===== src/rtl/alu_pkg.sv =====
// rtl/alu_pkg.sv - shared ALU types and widths for the sequential divider
package alu_pkg;

    localparam int DIV_W = 32;

    typedef enum logic [1:0] {
        IDLE,
        RUN,
        FIX,
        DONE
    } div_state_t;

endpackage


===== src/rtl/div_step.sv =====
// rtl/div_step.sv - one restoring shift-and-subtract step on a full-adder chain
module div_step #(
    parameter int WIDTH = 32
) (
    input  logic [WIDTH-1:0] rem_in,
    input  logic             dvd_msb,
    input  logic [WIDTH-1:0] dvs,
    output logic [WIDTH-1:0] rem_out,
    output logic             q_bit
);

    // Shifted remainder is WIDTH+1 bits so a large unsigned divisor never wraps.
    logic [WIDTH:0]   minuend;
    logic [WIDTH-1:0] dvs_n;
    logic [WIDTH-1:0] diff;
    logic [WIDTH:0]   carry;

    assign minuend  = {rem_in, dvd_msb};
    assign dvs_n    = ~dvs;
    assign carry[0] = 1'b1;

    // Ripple subtract: minuend + ~dvs + 1, one full adder per bit.
    genvar i;
    generate
        for (i = 0; i < WIDTH; i++) begin : g_fa
            assign diff[i]    = minuend[i] ^ dvs_n[i] ^ carry[i];
            assign carry[i+1] = (minuend[i] & dvs_n[i]) | (carry[i] & (minuend[i] ^ dvs_n[i]));
        end
    endgenerate

    // Top cell subtracts the zero-extended divisor bit (inverted to 1), so its
    // carry-out reduces to an OR. Carry-out set means no borrow.
    assign q_bit   = minuend[WIDTH] | carry[WIDTH];
    assign rem_out = q_bit ? diff : minuend[WIDTH-1:0];

endmodule


===== src/rtl/seq_divider32.sv =====
// rtl/seq_divider32.sv - multi-cycle signed/unsigned restoring divider with valid/ready handshake
module seq_divider32
    import alu_pkg::*;
#(
    parameter int WIDTH = DIV_W
) (
    input  logic             clk,
    input  logic             rst_n,
    input  logic             in_valid,
    output logic             in_ready,
    input  logic [WIDTH-1:0] A,
    input  logic [WIDTH-1:0] B,
    input  logic             is_signed,
    output logic             out_valid,
    input  logic             out_ready,
    output logic [WIDTH-1:0] Q,
    output logic [WIDTH-1:0] R,
    output logic             DZ,
    output logic             OFd
);

    localparam int CW = $clog2(WIDTH);
    localparam logic [WIDTH-1:0] MIN_VAL = {1'b1, {(WIDTH-1){1'b0}}};

    div_state_t       state;
    div_state_t       state_next;
    logic [CW-1:0]    count;
    logic [WIDTH-1:0] rem;
    logic [WIDTH-1:0] dvd;
    logic [WIDTH-1:0] dvs;
    logic [WIDTH-1:0] a_orig;
    logic [WIDTH-1:0] rem_next;
    logic             q_bit;
    logic             sign_a;
    logic             sign_b;
    logic             b_zero;
    logic             ovf_case;
    logic [WIDTH-1:0] a_abs;
    logic [WIDTH-1:0] b_abs;
    logic [WIDTH-1:0] q_fix;
    logic [WIDTH-1:0] r_fix;

    // abs(MIN) lands on MIN itself, which is the correct unsigned magnitude.
    assign a_abs = (is_signed && A[WIDTH-1]) ? (~A + 1'b1) : A;
    assign b_abs = (is_signed && B[WIDTH-1]) ? (~B + 1'b1) : B;

    div_step #(.WIDTH(WIDTH)) u_step (
        .rem_in  (rem),
        .dvd_msb (dvd[WIDTH-1]),
        .dvs     (dvs),
        .rem_out (rem_next),
        .q_bit   (q_bit)
    );

    // Sign fix-up of the magnitude result, with divide-by-zero and MIN/-1 overrides.
    always_comb begin
        q_fix = (sign_a ^ sign_b) ? (~dvd + 1'b1) : dvd;
        r_fix = sign_a ? (~rem + 1'b1) : rem;
        if (b_zero) begin
            q_fix = '1;
            r_fix = a_orig;
        end else if (ovf_case) begin
            q_fix = MIN_VAL;
            r_fix = '0;
        end
    end

    // State register.
    always_ff @(posedge clk or negedge rst_n) begin
        if (!rst_n) begin
            state <= IDLE;
        end else begin
            state <= state_next;
        end
    end

    // Next-state and handshake outputs.
    always_comb begin
        state_next = state;
        in_ready   = 1'b0;
        out_valid  = 1'b0;
        case (state)
            IDLE: begin
                in_ready = 1'b1;
                if (in_valid) begin
                    state_next = RUN;
                end
            end
            RUN: begin
                if (count == '0) begin
                    state_next = FIX;
                end
            end
            FIX: begin
                state_next = DONE;
            end
            DONE: begin
                out_valid = 1'b1;
                if (out_ready) begin
                    state_next = IDLE;
                end
            end
            default: begin
                state_next = IDLE;
            end
        endcase
    end

    // Datapath: operand capture, shift-and-subtract iterations, result registers.
    always_ff @(posedge clk or negedge rst_n) begin
        if (!rst_n) begin
            count    <= '0;
            rem      <= '0;
            dvd      <= '0;
            dvs      <= '0;
            a_orig   <= '0;
            sign_a   <= 1'b0;
            sign_b   <= 1'b0;
            b_zero   <= 1'b0;
            ovf_case <= 1'b0;
            Q        <= '0;
            R        <= '0;
            DZ       <= 1'b0;
            OFd      <= 1'b0;
        end else begin
            case (state)
                IDLE: begin
                    if (in_valid) begin
                        rem      <= '0;
                        dvd      <= a_abs;
                        dvs      <= b_abs;
                        a_orig   <= A;
                        sign_a   <= is_signed & A[WIDTH-1];
                        sign_b   <= is_signed & B[WIDTH-1];
                        b_zero   <= (B == '0);
                        ovf_case <= is_signed && (A == MIN_VAL) && (B == '1);
                        count    <= CW'(WIDTH - 1);
                        DZ       <= 1'b0;
                        OFd      <= 1'b0;
                    end
                end
                RUN: begin
                    rem <= rem_next;
                    dvd <= {dvd[WIDTH-2:0], q_bit};
                    if (count != '0) begin
                        count <= count - 1'b1;
                    end
                end
                FIX: begin
                    Q   <= q_fix;
                    R   <= r_fix;
                    DZ  <= b_zero;
                    OFd <= ovf_case;
                end
                default: begin
                end
            endcase
        end
    end

endmodule


===== config.mk =====
export PLATFORM = sky130hd
export DESIGN_NAME = seq_divider32
export DESIGN_NICKNAME = d
export VERILOG_FILES = /design/src/rtl/alu_pkg.sv /design/src/rtl/div_step.sv /design/src/rtl/seq_divider32.sv
export SDC_FILE = /design/constraint.sdc
export NUM_CORES = 1
export LEC_CHECK = 0
export CAP_MARGIN = 20
export CORE_ASPECT_RATIO = 1.25
export CORE_UTILIZATION = 55
export DETAILED_ROUTE_END_ITERATION = 12
export PLACE_DENSITY = 0.86
export REMOVE_ABC_BUFFERS = 1
export SYNTH_ARGS = -nofsm -noshare
export SYNTH_HDL_FRONTEND = slang
export SYNTH_SLANG_ARGS = --single-unit

===== constraint.sdc =====
create_clock -name clk -period 28.8 [get_ports clk]
set_clock_uncertainty 0.15 [all_clocks]
set_input_delay 2.88 -clock clk [delete_from_list [all_inputs] [get_ports clk]]
set_output_delay 2.88 -clock clk [all_outputs]
set_load 0.1 [all_outputs]

Word-level counts from Yosys, hierarchy flattened --
Cells that the tools add are included.
Word-level totals: flip-flop bits (word level) 205, bits of input ports 69
Cells by class: add/subtract/negate cells 5, reductions and logical operators 15, equality and inequality tests 9, muxes and demuxes 25, bitwise operators 168
Operators with widths (count):
- 32-bit 2-to-1 mux | 11
- 32-bit NOT | 5
- 32-bit by 1-bit adder with 32-bit output (second input constant) | 4
- 32-bit case mux with 2 select lines | 2
- 1-bit bitwise AND | 65
- 32-bit == test (second input constant) | 2
- 1-bit XOR | 64
- 1-bit OR | 33
- 32-bit logical NOT | 1
- 5-bit 2-to-1 mux | 2
- 5-bit case mux with 2 select lines | 1
- 2-bit != test (second input constant) | 4
- 2-bit case mux with 4 select lines | 1
- 2-bit 2-to-1 mux | 3
- 2-bit AND reduction | 3
- 3-bit AND reduction | 2
- 5-bit logical NOT | 1
- 5-bit nonzero test | 1
- 5-bit by 1-bit subtractor with 5-bit output (second input constant) | 1
- 2-bit == test (second input constant) | 2
- 1-bit logical AND | 4
- 1-bit case mux with 2 select lines | 2
- 2-bit nonzero test | 2
- 1-bit 2-to-1 mux | 3
- 3 further kinds | 3

Logic depth before layout (Yosys ltp) --
depth after elaboration 68, mapped depth 41

Modules after synthesis --
From an unflattened synthesis, not the netlist that was laid out.
Second synthesis, totals: cells, all modules 1368, area total of the unflattened synthesis 12489.5 um2
By module, submodules not included:
- seq_divider32 | area an instance 11212.0 um2, instances 1, cells an instance 1228
- div_step | area an instance 1277.5 um2, instances 1, cells an instance 140

Least setup slack after synthesis --
No wires, ideal clock.
kind reg-to-reg, start point reg dvd[31], end point reg rem[24], stages on the path, launching flop included 41, arrival 13.312 ns, buffers on the path 1, slack 15.203 ns, clock period less this slack 13.597 ns, cell sequence dfrtp_1 > inv_1 > ha_1 > inv_1 > fa_1 > fa_1 > fa_1 > fa_1 > fa_1 > fa_1 > fa_1 > fa_1 > fa_1 > fa_1 > fa_1 > fa_1 > fa_1 > fa_1 > (+5 left out) > fa_1 > fa_1 > fa_1 > fa_1 > fa_1 > fa_1 > fa_1 > fa_1 > fa_1 > inv_1 > fa_1 > fa_1 > inv_1 > fa_1 > nor2_1 > clkbuf_1 > mux2i_1 > o21ai_0
Between the ends: word-level cells in the longest chain between the ends 67
RTL lines:
- start, declared | line seq_divider32.sv:29 | logic [WIDTH-1:0] dvd;
- start signal, assigned | line seq_divider32.sv:130 | dvd <= a_abs;
- start signal, assigned | line seq_divider32.sv:144 | dvd <= {dvd[WIDTH-2:0], q_bit};
- 1-bit bitwise AND or 1-bit XOR (tied branches) | line div_step.sv:27 | assign carry[i+1] = (minuend[i] & dvs_n[i]) | (carry[i] & (minuend[i] ^ dvs_n[i]));
- 1-bit OR * | line div_step.sv:27
- 1-bit bitwise AND * | line div_step.sv:27
- 1-bit OR * | line div_step.sv:27
- 1-bit bitwise AND * | line div_step.sv:27
- 1-bit OR * | line div_step.sv:27
- 1-bit bitwise AND * | line div_step.sv:27
- 1-bit OR * | line div_step.sv:27
- (+51 left out)
- 1-bit OR | line div_step.sv:27
- 1-bit bitwise AND | line div_step.sv:27
- 1-bit OR | line div_step.sv:27
- 1-bit bitwise AND | line div_step.sv:27
- 1-bit OR | line div_step.sv:27
- 1-bit OR | line div_step.sv:33 | assign q_bit = minuend[WIDTH] | carry[WIDTH];
- 32-bit 2-to-1 mux * | line div_step.sv:34 | assign rem_out = q_bit ? diff : minuend[WIDTH-1:0];
- 32-bit case mux with 2 select lines * | line seq_divider32.sv:126 | case (state)
- end signal, assigned | line seq_divider32.sv:143 | rem <= rem_next;
- end, declared | line seq_divider32.sv:28 | logic [WIDTH-1:0] rem;
Every way passes the cells marked *; elsewhere a longest branch is shown, timed or not. A chain may end at the register's enable or synchronous reset.

Final worst setup path --
start point reg dvd[31], end point reg rem[2]
Between the ends: word-level cells in the longest chain between the ends 67
RTL lines (line):
- 1-bit bitwise AND or 1-bit XOR (tied branches) | div_step.sv:27
- 1-bit OR * | div_step.sv:27
- 1-bit bitwise AND * | div_step.sv:27
- 1-bit OR * | div_step.sv:27
- 1-bit bitwise AND | div_step.sv:27
- 1-bit OR | div_step.sv:27
- 1-bit bitwise AND | div_step.sv:27
- 1-bit OR | div_step.sv:27
- (+51 left out)
- 1-bit OR | div_step.sv:27
- 1-bit bitwise AND | div_step.sv:27
- 1-bit OR | div_step.sv:27
- 1-bit bitwise AND | div_step.sv:27
- 1-bit OR | div_step.sv:27
- 1-bit OR | div_step.sv:33
- 32-bit 2-to-1 mux * | div_step.sv:34
- 32-bit case mux with 2 select lines * | seq_divider32.sv:126
Marked as above.

==> impl.org <==
** Outcome
- The flow ran to the end, and the final reports show no timing, DRC or antenna violations.

** Floorplanning
- Die Span Y :: 170 µm
- The core region is 21800 µm².
- I/O pin total :: 137
- The floorplan step defined a die boundary enclosing 23100 µm².
- The initial utilization of the core area, before any placement, comes to 56.7%.
- The floorplan has 60 rows.
- In this run the horizontal extent of the chip is 136 µm.

** Global routing
- Met3 capacity usage during global routing :: 4.30%
- For met1 alone, demand over resource in global routing was 35.7%.
- GR Overflow Total :: 0
- Entering global routing, the biggest net connects 121 pins.
- Met2 Track Usage GR :: 51.9%
- The first global-routing pass estimated 53600 µm of wire.
- Initial antenna violation count :: 0
- Global routing used 29.6% of the available tracks.
- The layer flagged by global routing as most heavily used is met2.
- The number of global-route vias before repair was 10400.

** Power and ir drop
- Summed over all cells, the static leakage comes to 0.00602 µW.
- Power spread over the standard cell area amounts to 137 nW/µm².
- The worst-case IR drop observed on VDD is 104 µV.

** Routing
- After detailed routing, the total wire length is 33700 µm.
- After detailed routing, the number of vias per cell comes to 6.33.
- The detailed router finished its first iteration with 1067 violations.
- Number of iterations in the first detailed-routing pass :: 6
- DRT antenna net count :: 0
- For this run, design rule violations remaining after detail routing come to 0.
- After detailed routing, the average wire length per cell comes to 19.7 µm.
- Detailed routing inserted a total of 10800 vias.

** Worst setup path
- Of all nets on the critical path, the largest fanout is 25.
- The worst setup path is launched from a register.
- Most used cell along the critical path :: sky130_fd_sc_hd__fa_1
- For the worst setup path, the data arrival time is 14220 ps.
- By startpoint and endpoint, the worst setup path is classified as reg2reg.
- STA puts the critical path data required time at 29040 ps.
- CP max stage cell :: sky130_fd_sc_hd__fa_1
- The worst setup path is captured at a register.
- Slowest Stage Delay on Critical Path :: 420 ps

** Place
- Timing analysis after detailed placement gives a worst setup slack of 14940 ps.
- Summed over all nets, the half-perimeter wirelength after detailed placement is 23900 µm.
- Input and output buffers added on the ports amount to 136.
- Final weighted congestion of routability-driven global placement :: 0.913

** STA
- Worst slew pin tran :: 984 ps
- Max Slew Vio Count :: 0
- Share of the clock period used by the worst path :: 48.5%
- Setup violations remaining at the end of the flow were counted as 0.
- The smallest clock period supported by the final layout is computed as 13980 ps.
- Sum of negative setup slack :: 0 ps
- Remaining max-slew budget at the tightest pin :: 34.2%
- Setup repair after global routing missed its margin :: false
- Final hold violation count :: 0
- Across all hold checks on the routed design, the worst slack comes to 330 ps.
- Fmax achieved :: 71.5 MHz
- Crit path setup slack, layout :: 14820 ps

** Logic synthesis
- The biggest area contributor in the post-synthesis netlist is sky130_fd_sc_hd__dfrtp_1.
- Sequential-to-total area share from yosys stat :: 41.5%
- For this run, asynchronously set or reset flops after synthesis account for 100%.
- Mapped cell area :: 12300 µm²
- After synthesis, the cell types taking the most area are sky130_fd_sc_hd__dfrtp_1, sky130_fd_sc_hd__fa_1, sky130_fd_sc_hd__nand2_1, sky130_fd_sc_hd__xnor2_1, sky130_fd_sc_hd__xor2_1.
- Dominant cell by count in the synthesized netlist :: sky130_fd_sc_hd__dfrtp_1
- Yosys mapped the design onto 61 distinct sky130hd cell types.
- In this run the mean area of a mapped cell was 9.28 µm².
- Among all flip-flop cells after synthesis, the most frequent one is sky130_fd_sc_hd__dfrtp_1.
- Number of standard cells after synthesis :: 1330
- Area share of the largest cell type after synthesis :: 41.5%
- For this run, the number of Yosys warnings is 0.
- Top cells by instance count after synthesis :: sky130_fd_sc_hd__dfrtp_1, sky130_fd_sc_hd__nand2_1, sky130_fd_sc_hd__o21ai_0
- Post-synth EDFFs :: 0
- Synthesis inferred 205 register bits.

** Finish
- Share of layout cells above drive strength 1 :: 6.99%
- Layout overhead on the synthesized area :: 18.5%
- Number of antenna repair diodes :: 0
- The net count of the finished layout is 1527.

** Clocking
- Total CTS buffers :: 22
- Cell chosen for the clock root :: sky130_fd_sc_hd__clkbuf_16
- TritonCTS Sinks :: 205
- Clock edge transition at the registers on the reported setup and hold paths :: 60 ps
- TritonCTS clock tree :: built
- Number of levels in the clock H-tree :: 1
- # Post-CTS Setup Buffers :: 0
- Longest Clk Path Bufs :: 3
- Clock Latency Late Sink :: 510 ps
- # resized after CTS :: 0
- # hold bufs at CTS :: 0

** Flow run
- Across the run, the number of max-cap violations was 0.

** Hold path
- The worst hold path belongs to the class reg2reg.
cell usage in the layout (no fill, tap or decap), types with 11 or more instances in the layout:
cell                              instances
sky130_fd_sc_hd__xnor2_1                 57
sky130_fd_sc_hd__buf_4                   12
sky130_fd_sc_hd__nand3_1                 14
sky130_fd_sc_hd__and3_1                  11
sky130_fd_sc_hd__nor3_1                  33
sky130_fd_sc_hd__fa_1                    31
sky130_fd_sc_hd__o22ai_1                 16
sky130_fd_sc_hd__o31ai_1                 26
sky130_fd_sc_hd__clkbuf_16               23
sky130_fd_sc_hd__o221ai_1                32
sky130_fd_sc_hd__o21ai_1                 43
sky130_fd_sc_hd__clkdlybuf4s50_1        135
sky130_fd_sc_hd__nand4_1                 13
sky130_fd_sc_hd__xor2_1                  55
sky130_fd_sc_hd__nand2_1                143
sky130_fd_sc_hd__mux2_2                  29
sky130_fd_sc_hd__dfrtp_1                205
sky130_fd_sc_hd__nor4_1                  18
sky130_fd_sc_hd__ha_1                    11
sky130_fd_sc_hd__a21oi_1                 67
sky130_fd_sc_hd__mux2i_1                 36
sky130_fd_sc_hd__nor2_1                  52
sky130_fd_sc_hd__o21ai_0                 95
sky130_fd_sc_hd__a31oi_1                 28
sky130_fd_sc_hd__or3_1                   20
sky130_fd_sc_hd__o41ai_1                 16
sky130_fd_sc_hd__inv_1                   94
critical path: cells and delay by family (launching register included):
kind / cells / cell delay, ps
multiplexers: 1 / 220
adder cells (fa/ha/maj): 32 / 12080
AND/OR/NAND/NOR: 1 / 360
flip-flops: 1 / 380
AO/OA/AOI/OAI: 1 / 90
buffers and inverters: 5 / 550
power by group:
group          internal, µW  switching (µW)  total (µW)
clock                   169             117         285
sequential              421             128         549
combinational           391             777        1170
total                   981            1020        2000
cell type report:
type | count | area [µm²]
Inverter | 94 | 353
Clock buffer | 36 | 674
Clock inverter | 4 | 47.5
Tap cell | 279 | 349
Sequential cell | 205 | 5130
Fill cell | 1673 | 7140
Timing Repair Buffer | 152 | 1540
Multi-Input combinational cell | 940 | 6550
per-stage QoR:
step / instances / utilization, % / power [µW] / cell area, µm²
after floorplan: 1239 / - / 1380 / 12000
after global placement: 1664 / 63.5 / 1640 / 13800
after detailed placement: 1666 / 63.7 / 1700 / 13900
final: 1710 / 67.2 / 2000 / 14600
after global routing: 1710 / 67.2 / 2120 / 14600
after CTS: 1706 / 67.0 / 1990 / 14600
kinds of logic (layout without fill, tap and decap cells):
kind of cell	after synthesis	in the layout	share of synthesized area, %
DFF	205	205	41.5
AOI/OAI and AO/OA	363	363	18.7
adders and majority gates	43	43	6.24
buffers and inverters	185	286	5.76
muxes	66	66	5.64
and+or+nand+nor	356	356	14.2
xor gates and xnor gates	112	112	7.94
per-layer routing:
| metal | vias to the layer above | part of all wire, % | wire length, µm |
|---|---|---|---|
| met2 | 522 | 51 | 17300 |
| met1 | 5279 | 38 | 12700 |
| li1 | 4894 | - | - |
| met5 | - | 0 | 0 |
| met4 | 0 | 4.5 | 1510 |
| met3 | 128 | 6.6 | 2230 |
sequential cells by signal, summed over array words and instances, names as in the netlist:
signal    flops
Q            32
R            32
a_orig       32
dvd          32
dvs          32
rem          32
count         5
state         2
DZ            1
OFd           1
b_zero        1
ovf_case      1
sign_a        1
sign_b        1
final timing paths:
path / from / end / slack [ps] / cells past startpoint
max reg2reg: dvd[31]$_DFFE_PN0P_ / rem[2]$_DFFE_PN0P_ / 14820 / 40
max in group asynchronous: rst_n / R[15]$_DFFE_PN0P_ / 24760 / 3
min: dvs[10]$_DFFE_PN0P_ / dvs[10]$_DFFE_PN0P_ / 330 / 2
max: dvd[31]$_DFFE_PN0P_ / rem[2]$_DFFE_PN0P_ / 14820 / 40
min in group asynchronous: rst_n / OFd$_DFFE_PN0P_ / 2360 / 1
min reg2reg: dvs[10]$_DFFE_PN0P_ / dvs[10]$_DFFE_PN0P_ / 330 / 2
Note: power is estimated with default switching activity, not from simulation.
